<file path="config.mk">
export PLATFORM = sky130hd
export DESIGN_NAME = vga_sync
export DESIGN_NICKNAME = d
export VERILOG_FILES = /design/src/rtl/vga_timing_pkg.sv /design/src/rtl/pixel_tick_div.sv /design/src/rtl/vga_sync.sv
export SDC_FILE = /design/constraint.sdc
export NUM_CORES = 1
export LEC_CHECK = 0
export BUFFER_PORTS_ARGS = -buffer_cell sky130_fd_sc_hd__clkbuf_2
export CAP_MARGIN = 15
export CORE_MARGIN = 3
export CORE_UTILIZATION = 40
export CTS_CLUSTER_DIAMETER = 80
export DETAILED_ROUTE_END_ITERATION = 7
export SKIP_LAST_GASP = 1
export SLEW_MARGIN = 20
export SYNTH_ARGS = -nofsm -noshare
export SYNTH_HDL_FRONTEND = slang
export SYNTH_SLANG_ARGS = --single-unit
</file>
<file path="constraint.sdc">
create_clock -name clk -period 2.3 [get_ports clk]
set_input_delay 0.46 -clock clk [delete_from_list [all_inputs] [get_ports clk]]
set_output_delay 0.46 -clock clk [all_outputs]
set_load 0.005 [all_outputs]
</file>
<file path="src/rtl/vga_timing_pkg.sv">
// rtl/vga_timing_pkg.sv - default 640x480@60 raster constants and window helpers
package vga_timing_pkg;

  localparam int TICK_DIV_DEF  = 4;
  localparam int H_DISPLAY_DEF = 640;
  localparam int H_FRONT_DEF   = 16;
  localparam int H_SYNC_DEF    = 96;
  localparam int H_BACK_DEF    = 48;
  localparam int V_DISPLAY_DEF = 480;
  localparam int V_FRONT_DEF   = 10;
  localparam int V_SYNC_DEF    = 2;
  localparam int V_BACK_DEF    = 33;

  localparam int COORD_W = 10;

  typedef logic [COORD_W-1:0] coord_t;

  function automatic int span_total(input int display, input int front,
                                    input int sync, input int back);
    return display + front + sync + back;
  endfunction

  localparam int H_TOTAL_DEF = span_total(H_DISPLAY_DEF, H_FRONT_DEF, H_SYNC_DEF, H_BACK_DEF);
  localparam int V_TOTAL_DEF = span_total(V_DISPLAY_DEF, V_FRONT_DEF, V_SYNC_DEF, V_BACK_DEF);

  // True when pos lies in [lo, lo+len-1]; used for both sync pulses.
  function automatic logic in_window(input coord_t pos, input int lo, input int len);
    return (int'(pos) >= lo) && (int'(pos) < lo + len);
  endfunction

endpackage

</file>
<file path="src/rtl/pixel_tick_div.sv">
// rtl/pixel_tick_div.sv - free-running clock divider producing one-clk pixel ticks
module pixel_tick_div #(
  parameter int TICK_DIV = 4
) (
  input  logic clk,
  input  logic reset,
  output logic p_tick
);

  localparam int W = (TICK_DIV > 1) ? $clog2(TICK_DIV) : 1;
  localparam logic [W-1:0] DIV_LAST = W'(TICK_DIV - 1);

  logic [W-1:0] div_cnt;

  always_ff @(posedge clk or negedge reset) begin
    if (!reset) begin
      div_cnt <= '0;
    end else if (div_cnt == DIV_LAST) begin
      div_cnt <= '0;
    end else begin
      div_cnt <= div_cnt + W'(1);
    end
  end

  assign p_tick = (div_cnt == DIV_LAST);

endmodule

</file>
<file path="src/rtl/vga_sync.sv">
// rtl/vga_sync.sv - VGA raster counters with registered sync, video and frame flags
module vga_sync
  import vga_timing_pkg::*;
#(
  parameter int TICK_DIV  = TICK_DIV_DEF,
  parameter int H_DISPLAY = H_DISPLAY_DEF,
  parameter int H_FRONT   = H_FRONT_DEF,
  parameter int H_SYNC    = H_SYNC_DEF,
  parameter int H_BACK    = H_BACK_DEF,
  parameter int V_DISPLAY = V_DISPLAY_DEF,
  parameter int V_FRONT   = V_FRONT_DEF,
  parameter int V_SYNC    = V_SYNC_DEF,
  parameter int V_BACK    = V_BACK_DEF
) (
  input  logic               clk,
  input  logic               reset,
  output logic               p_tick,
  output logic               hsync,
  output logic               vsync,
  output logic               video_on,
  output logic [COORD_W-1:0] pixel_x,
  output logic [COORD_W-1:0] pixel_y,
  output logic               frame_start
);

  localparam int H_TOTAL = span_total(H_DISPLAY, H_FRONT, H_SYNC, H_BACK);
  localparam int V_TOTAL = span_total(V_DISPLAY, V_FRONT, V_SYNC, V_BACK);

  localparam coord_t H_LAST = coord_t'(H_TOTAL - 1);
  localparam coord_t V_LAST = coord_t'(V_TOTAL - 1);

  coord_t h_cnt, v_cnt;
  coord_t h_next, v_next;

  pixel_tick_div #(
    .TICK_DIV (TICK_DIV)
  ) u_tick_div (
    .clk    (clk),
    .reset  (reset),
    .p_tick (p_tick)
  );

  always_comb begin
    h_next = h_cnt;
    v_next = v_cnt;
    if (p_tick) begin
      if (h_cnt == H_LAST) begin
        h_next = '0;
        v_next = (v_cnt == V_LAST) ? '0 : v_cnt + coord_t'(1);
      end else begin
        h_next = h_cnt + coord_t'(1);
      end
    end
  end

  // Counters park at the last position so the first tick after reset lands on (0,0).
  always_ff @(posedge clk or negedge reset) begin
    if (!reset) begin
      h_cnt       <= H_LAST;
      v_cnt       <= V_LAST;
      hsync       <= 1'b1;
      vsync       <= 1'b1;
      video_on    <= 1'b0;
      frame_start <= 1'b0;
    end else begin
      h_cnt       <= h_next;
      v_cnt       <= v_next;
      hsync       <= !in_window(h_next, H_DISPLAY + H_FRONT, H_SYNC);
      vsync       <= !in_window(v_next, V_DISPLAY + V_FRONT, V_SYNC);
      video_on    <= (int'(h_next) < H_DISPLAY) && (int'(v_next) < V_DISPLAY);
      frame_start <= p_tick && (h_next == '0) && (v_next == '0);
    end
  end

  assign pixel_x = h_cnt;
  assign pixel_y = v_cnt;

endmodule

</file>
# After elaboration in Yosys (flattened, before gate mapping)
# Cells that the tools add are included.
dict set report totals {
  rom_bits 0
  mem_count 0
  latchBits 0
  regBits 26
  output_inout_bits 25
  mem_bits_rw 0
  wordCells 34
}
dict set report op_classes {
  order_cmp 6
  n_eq_ne 3
  addsub 3
  bitwise 0
  n_mux 6
  shift 0
  reduce_logical 9
  multipliers 0
  div 0
}
# op n
set op_table {}
lappend op_table {{$mux 10} 5}
lappend op_table {{$add 10x1->10 const B} 2}
lappend op_table {{$eq 10x10->1 const B} 2}
lappend op_table {{$logic_not 10->1} 2}
lappend op_table {{$lt 10x10->1 const B} 2}
lappend op_table {{$lt 10x9->1 const B} 2}
lappend op_table {{$ge 10x10->1 const B} 1}
lappend op_table {{$ge 10x9->1 const B} 1}
lappend op_table {{$logic_and 1x1->1} 5}
lappend op_table {{$add 2x1->2 const B} 1}
lappend op_table {{$eq 2x2->1 const B} 1}
lappend op_table {{$logic_not 1->1} 2}
lappend op_table {{$mux 2} 1}

# Depth between registers and ports, before layout
# Gate-level depths: netlist of the first run.
dict set report depth {
  word_depth 7
  ltp_mapped 9
}

# Modules after synthesis
# Synthesis of the first run repeated with hierarchy kept, for this count alone.
dict set report hier_totals {
  hier_cells 169
  hier_area_um2 1630.3
}
# mod cells_each seq_area_each_um2 area_per_inst_um2 instances
set modules_own_cells {}
lappend modules_own_cells {vga_sync 165 615.6 1564.0 1}
lappend modules_own_cells {pixel_tick_div 4 50.0 66.3 1}

# Least setup slack after synthesis of the first run
# No wires, ideal clock.
dict set report synth_path {
  kind {register to register}
  startpoint {reg h_cnt[0] (netlist: pixel_x[0])}
  endpoint {reg frame_start}
  arrival_time_ps 2471
  required_ps 2233
  setup_time_ps 67
  path_stages_with_launch 10
  slack_ps -238
  synth_period_minus_slack_ps 2538
  n_path_buf 2
  path_cell_list {dfstp_2 -> ha_1 -> clkbuf_1 -> nand4_1 -> or3_1 -> buf_2 -> a31o_4 -> o21bai_1 -> nor4_2 -> o2111a_1}
}
dict set report synth_between {
  elab_chain_len 6
  word_cells_on_any_way 10
  cone_classes {add/sub: 1; eq/ne: 1; mux: 4; reduce/logical: 4}
}
# element line
set synth_rtl {}
lappend synth_rtl {{start: declaration} vga_sync.sv:32} ;# coord_t h_cnt, v_cnt;
lappend synth_rtl {{start signal: assignment} vga_sync.sv:66} ;# h_cnt <= h_next;
lappend synth_rtl {{$add 10x1->10 / $eq 10x10->1 (equally long branches)} {vga_sync.sv:51, vga_sync.sv:47}}
lappend synth_rtl {{$mux 10 *} vga_sync.sv:47} ;# if (h_cnt == H_LAST) begin
lappend synth_rtl {{$mux 10 *} vga_sync.sv:46} ;# if (p_tick) begin
lappend synth_rtl {{net h_next[9]} vga_sync.sv:33} ;# coord_t h_next, v_next;
lappend synth_rtl {{$logic_not 10->1 *} vga_sync.sv:71} ;# frame_start <= p_tick && (h_next == '0) && (v_next == '0);
lappend synth_rtl {{$logic_and 1x1->1 * (2 in a row)} vga_sync.sv:71}
lappend synth_rtl {{end signal: assignment} vga_sync.sv:71}
lappend synth_rtl {{end: declaration} vga_sync.sv:23} ;# output logic frame_start
# The timed path passes the listed nets; every way through them passes the cells marked *.

# Final worst setup path of the first run
dict set report layout_path {
  startpoint {reg h_cnt[4] (netlist: pixel_x[4])}
  endpoint {reg frame_start}
}
dict set report layout_between {
  word_cells_on_any_way 10
  cone_classes {add/sub: 1; eq/ne: 1; mux: 4; reduce/logical: 4}
}
# element line
set layout_rtl {}
lappend layout_rtl {{$eq 10x10->1} vga_sync.sv:47}
lappend layout_rtl {{$mux 10} vga_sync.sv:47}
lappend layout_rtl {{$mux 10} vga_sync.sv:46}
lappend layout_rtl {{net v_next[6]} vga_sync.sv:33}
lappend layout_rtl {{$logic_not 10->1} vga_sync.sv:71}
lappend layout_rtl {{$logic_and 1x1->1} vga_sync.sv:71}
# The timed path passes the listed nets, and every way through them passes these cells.

==> metrics, run 1 <==
Async S/R FF share, synth=100%; Layout Cells excl Fill=between 200 and 300; top cell type's share of synthesized area=22.4%; Max rail drop VDD=0.152 mV; Vias/cell=~5.7; detailed placer's ending HPWL=3.14 mm; Hold WC Path Type=input port to async pin; initial antenna violation count=0; Total Power=~760 uW; crit end category=flop; count of flip-flops with a built-in enable after synthesis=0; status=finished, violations left; root buf cell=clkbuf_8; Crit Path Category=flop to flop; CTS Hold Buffers Added=0; chip width=between 60 and 70 um; Clock Path Buffers=2; Setup violations, final=3; register area share after synthesis=between 40% and 50%; Setup crit start kind=flop; IO Port Bufs=26; part of the cycle the worst path needs=106%; Yosys top cell by area=dfrtp_1; Mapped Cells=approximately 170; maxcap violations=0; unrepaired setup endpoints after global routing=yes; synth top area cells=dfrtp_1 (22%), dfstp_2 (20%), nand2_1 (4.3%); first-pass GRT wire length=approximately 6.6 mm; Least-Margin Pin Slew=0.660 ns; std cell rows=22; GRT Total Usage=18.6%; Critical Path AT=between 2 and 3 ns; mean routed wirelength per cell=15.4 um; Mean Syn Cell Area=about 9.5 sq um; Max stage delay on crit path=0.54 ns; TritonCTS clock tree=yes; final WL=about 4 mm; Total Nets Final=~220; final worst slack=-0.137 ns; final RePlAce weighted congestion=~0.89; initial core utilization=between 40% and 50%; CP cell instances=or4b_4 -> nor4_4 -> xor2_1 -> a211o_1 -> nor4_2 -> o2111a_1; Antenna diodes=0; critical path's slowest cell=or4b_4; power per cell area=about 380 mW/mm^2; Crit path required time=about 2.5 ns; Slew Viols, Final=0; area grow syn2layout=27.8%; FMAX=slightly above 400 MHz; vias in the first global route=~1400; Cells after DPL=257; initial drt markers=between 90 and 100; CTS clk-pin slew, worst paths=0.09 ns; cell area after synthesis=~0.0016 sq mm; Ports=27; Crit Path Max Fanout=7; Main synth FF type=dfrtp_1; H-tree levels=1; layout cells sized above 1=around two fifths; core area=0.00372 sq mm; drt first pass iters=4; Yosys warnings=0; largest net degree at the start of global routing=27; Vias=between 1000 and 1500; minimum clock period=approximately 2.4 ns; Final Skew=0.00496 ns; DIE AREA=~0.0047 sq mm; TritonCTS buffer count=3; synthesized net count=between 150 and 200; Final Hold Fails=0; violated checks=negative setup slack; Synth Register Bits=26; Antenna Nets Post-Route=0; Rel. slew slack=56.0%; Pleak=0.924 nW; Skew-Pair Late Insertion Delay=~0.27 ns; Die H=around 69 um; Clock Sinks=26; DRC viols=0; GRT overflow=0; Yosys cell types=50
[final cells by class]
class,instances,area (sq um)
Tap cell,48,60.1
Fill cell,370,1720
Sequential cell,26,666
Clock buffer,4,55.1
Inverter,9,33.8
Multi-Input combinational cell,121,845
Timing Repair Buffer,54,340
[cells in the mapped netlist (all sizes together) (2+ instances only)]
library cell and number:
nor4 4, or4b 2, nand4 9, dfstp 12, nor2 14, ha 4
mux2 3, nand3 7, and3 3, clkbuf 5, and2 2, dfrtp 14
xnor2 6, nand2 18, a21oi 3, inv 9, o21a 2, buf 4
o211ai 3, o21ai 6, xor2 2, or3 4, nor3 6, a31o 2
[timing repair]
item                                    CTS  global route
buffers inserted                          1             0
pin swaps                                 1             0
gates resized for setup                   3             0
endpoints found under the setup margin    3             3
[flip-flops by register name (all words and copies together), names as in the netlist]
| register | flops |
|---|---|
| pixel_y | 10 |
| u_tick_div.div_cnt | 2 |
| video_on | 1 |
| pixel_x | 10 |
| vsync | 1 |
| hsync | 1 |
| frame_start | 1 |
[report_power, final]
part	total (mW)	leakage [nW]	internal [mW]	switching (mW)
clock	0.293	0.0288	0.153	0.140
combinational	0.00927	0.584	0.000577	0.00869
sequential	0.458	0.311	0.458	0
total	0.760	0.924	0.611	0.149
[per-layer routing]
metal	vias up	global-route usage (%)	wire, um
li1	705	-	-
met1	733	22.6	1690
met2	39	34.0	2120
met3	8	2.43	147
met4	0	5.46	68
met5	-	0	0
[path summary, 6_finish.rpt]
check                                      start                     to  slack [ns]  cells after the start
max in group asynchronous                  reset             pixel_y[6]        1.67                      1
setup reg to reg                      pixel_x[4]            frame_start       -0.14                      6
hold reg to reg            u_tick_div.div_cnt[0]  u_tick_div.div_cnt[0]        0.44                      1
setup / recovery                      pixel_x[4]            frame_start       -0.14                      6
hold / removal                             reset             pixel_y[0]        0.20                      1
min in group clk           u_tick_div.div_cnt[0]  u_tick_div.div_cnt[0]        0.44                      1
[cell families (layout without fill, tap and decap cells)]
| family | count (synthesis) | in the layout | share of synthesized area (%) |
|---|---|---|---|
| simple gates | 76 | 76 | 27.6 |
| compound gates | 29 | 29 | 13.9 |
| flops | 26 | 26 | 42.6 |
| buf+inv | 18 | 67 | 5.44 |
| xor+xnor | 8 | 8 | 4.48 |
| fa+ha+maj | 4 | 4 | 3.20 |
| mux | 4 | 4 | 2.80 |
[through the flow]
stage / area (sq um) / hold slack (ns) / setup WS, ns / setup TNS (ns) / utilization (%)
2_1_floorplan: 1580 / 0.164 / -0.143 / -0.168 / -
3_5_place_dp: 1920 / 0.426 / -0.131 / -0.248 / 51.6
4_1_cts: 2000 / 0.219 / -0.105 / -0.271 / 53.8
5_1_grt: 2000 / 0.240 / -0.239 / -0.653 / 53.8
3_3_place_gp: 1920 / 0.415 / -0.0801 / -0.115 / 51.6
6_report: 2000 / 0.205 / -0.137 / -0.273 / 53.8
[critical path, delay by kind of cell (launching register included)]
family | cells | cell delay (ns)
DFF | 1 | 0.53
AOI/OAI and AO/OA | 2 | 0.52
xor gates and xnor gates | 1 | 0.17
and+or+nand+nor | 3 | 1.15
[cells in the final DEF, fill, tap and decap left out, types with 7 or more instances in the layout]
master	instances
dfrtp_1	14
clkbuf_2	26
nand3_1	7
dfstp_2	12
nand2_1	18
inv_1	9
buf_4	28
nor2_1	14
nand4_1	9
Power figures use the tool's default switching activity.
==> inputs of run 2 (changes only) <==
--- a/config.mk
+++ b/config.mk
@@ -11,6 +11,7 @@
 export CORE_UTILIZATION = 40
 export CTS_CLUSTER_DIAMETER = 80
 export DETAILED_ROUTE_END_ITERATION = 7
+export PLACE_DENSITY = 0.58
 export SKIP_LAST_GASP = 1
 export SLEW_MARGIN = 20
 export SYNTH_ARGS = -nofsm -noshare
==> metrics, run 2 (synthesis gave the netlist of run 1 again) <==
IO Port Bufs=26 (unchanged); Clock Sinks=26 (unchanged); Crit Path Category=flop to flop (unchanged); DIE AREA=0.00470 sq mm (unchanged); Ports=27 (unchanged); chip width=68.5 um (unchanged); std cell rows=22 (unchanged); busiest grt layer=met2 (unchanged); Cells after DPL=262 (was 257); TritonCTS clock tree=yes (unchanged); root buf cell=clkbuf_8 (unchanged); Filler Cell Count=354 (was 370); critical path's slowest cell=dfstp_2 (was or4b_4); GRT overflow=0 (unchanged); FF-to-FF setup slack=-0.08 ns (was -0.14 ns); commonest non-fill, non-tap cell in the layout=buf_4 (unchanged); R2R cell count=6 (unchanged); final WL=4.37 mm (was 4.02 mm); Max rail drop VDD=0.223 mV (was 0.152 mV); detailed placer's ending HPWL=3.38 mm (was 3.14 mm); Vias=1554 (was 1485); first-pass GRT wire length=7.21 mm (was 6.60 mm); power per cell area=355 mW/mm^2 (was 380 mW/mm^2); Antenna Nets Post-Route=0 (unchanged); GR Util met1=25.4% (was 22.6%); Seq. cell area=666 sq um (unchanged); Hold WC Path Type=input port to async pin (unchanged); core area=0.00372 sq mm (unchanged); Least-Margin Pin Slew=0.648 ns (was 0.660 ns); Pleak=1.02 nW (was 0.924 nW); Critical Path AT=2.59 ns (was 2.64 ns); Rel. slew slack=56.8% (was 56.0%); met3 Resource Use GR=3.24% (was 2.43%); initial antenna violation count=0 (unchanged); TritonCTS buffer count=3 (unchanged); Setup crit start kind=flop (unchanged); final RePlAce weighted congestion=0.912 (was 0.891); GRT Total Usage=20.6% (was 18.6%); Top delay family on crit path=simple AND/OR/NAND/NOR gates (unchanged); Antenna diodes=0 (unchanged); Die H=68.5 um (unchanged); CP cell instances=or4b_4 -> or3_4 -> a31o_4 -> o21bai_4 -> nor4_4 -> o2111a_1 (was or4b_4 -> nor4_4 -> xor2_1 -> a211o_1 -> nor4_2 -> o2111a_1); largest net degree at the start of global routing=27 (unchanged); Skew-Pair Late Insertion Delay=0.27 ns (about the same); r2r endpoint=frame_start (unchanged); area grow syn2layout=38.1% (was 27.8%); most frequent cells in the layout=buf_4 (38), clkbuf_2 (26), nand2_1 (18), nor2_1 (14), dfrtp_1 (14) (was buf_4 (28), clkbuf_2 (26), nand2_1 (18), nor2_1 (14), dfrtp_1 (14)); initial core utilization=42.1% (unchanged); Clock Path Buffers=2 (unchanged); drt first pass iters=4 (unchanged); Slew Viols, Final=0 (unchanged); part of the cycle the worst path needs=104% (was 106%); maxcap violations=0 (unchanged); crit end category=flop (unchanged); unrepaired setup endpoints after global routing=yes (unchanged); layout cells sized above 1=46.7% (was 39.7%); vias in the first global route=1529 (was 1412); mean routed wirelength per cell=16.0 um (was 15.4 um); Setup violations, final=3 (unchanged); R2R Path Start=pixel_x[4] (unchanged); Layout Cells excl Fill=273 (was 262); critical path startpoint=pixel_x[4] (unchanged); FMAX=420 MHz (was 410 MHz); final worst slack=-0.0828 ns (was -0.137 ns); Max stage delay on crit path=0.54 ns (about the same); Total Power=767 uW (was 760 uW); Critical Path Sink=frame_start (unchanged); CP bufs+invs=0 (unchanged); Crit path required time=2.51 ns (about the same); H-tree levels=1 (unchanged); Vias/cell=5.69 (was 5.67); status=finished, violations left (unchanged); DRC viols=0 (unchanged); Final Skew=0.00543 ns (was 0.00496 ns); initial drt markers=110 (was 94); Total Nets Final=232 (was 221); area of the multi-input gates=918 sq um (was 845 sq um); Final Hold Fails=0 (unchanged); violated checks=negative setup slack (unchanged); Crit Path Max Fanout=6 (was 7); minimum clock period=2.38 ns (was 2.44 ns); CP Depth=6 (unchanged); GR Layer Usage met2=36.5% (was 34.0%); CTS clk-pin slew, worst paths=0.09 ns (about the same)
## run 2: cell count changes in the layout (fill, tap and decap cells not counted), moves of 2 or more
cell and delta:
buf_4 +10, xnor2_1 -2, nand3_2 +2, xnor2_2 +2, nand3_1 -2
## run 2: repair_timing
item / in CTS / in global routing
gates resized for setup: 3 / 13
hold buffers: 0 / 0
setup buffers: 2 / 5
endpoints found under the setup margin: 3 / 3
pin swaps: 1 / 8
## run 2: worst min-delay path by stage
| stage | to | cells after the start | from |
|---|---|---|---|
| 2_1_floorplan | frame_start | 0 | reset |
| 3_3_place_gp | u_tick_div.div_cnt[0] | 1 | u_tick_div.div_cnt[0] |
| 3_5_place_dp | u_tick_div.div_cnt[0] | 1 | u_tick_div.div_cnt[0] |
| 4_1_cts | pixel_y[4] | 1 | reset |
| 5_1_grt | pixel_y[4] | 1 | reset |
| 6_report | pixel_y[4] | 1 | reset |
## run 2: per-stage QoR
stage / setup WS, ns / instance area, sq um / util, % / hold slack [ns] / TNS [ns]
floorplan: -0.143 / 1580 / - / 0.164 / -0.168
global placement: -0.113 / 1950 / 52.6 / 0.424 / -0.113
global route: -0.172 / 2160 / 58.1 / 0.225 / -0.436
CTS: -0.0896 / 2050 / 55.1 / 0.213 / -0.121
detailed placement: -0.134 / 1950 / 52.6 / 0.426 / -0.147
finish: -0.0828 / 2160 / 58.1 / 0.191 / -0.202
## run 2: cell type report
type,count,share of cell area [%]
timing repair buffer,65,19.8
multi-input combinational,121,42.5
tap,48,2.78
clock buffer,4,2.55
inverter,9,1.56
sequential,26,30.8
## run 2: layer usage
| layer | part of all wire (%) | up-vias |
|---|---|---|
| met5 | 0 | - |
| met4 | 1.0 | 0 |
| met3 | 6.7 | 8 |
| met2 | 52 | 68 |
| met1 | 40 | 761 |
| li1 | - | 717 |
## run 2: worst reg2reg max path: stages, from the launching register on
cell	delay, ns
dfstp_2	0.54
or4b_4	0.52
or3_4	0.38
a31o_4	0.25
o21bai_4	0.17
nor4_4	0.25
o2111a_1	0.21
## run 2: where the power goes
part	internal, mW	leakage [nW]	switching (mW)	total, mW
sequential	0.458	0.311	0	0.458
clock	0.153	0.0288	0.147	0.300
combinational	0.000578	0.680	0.00852	0.00910
total	0.612	1.02	0.155	0.767
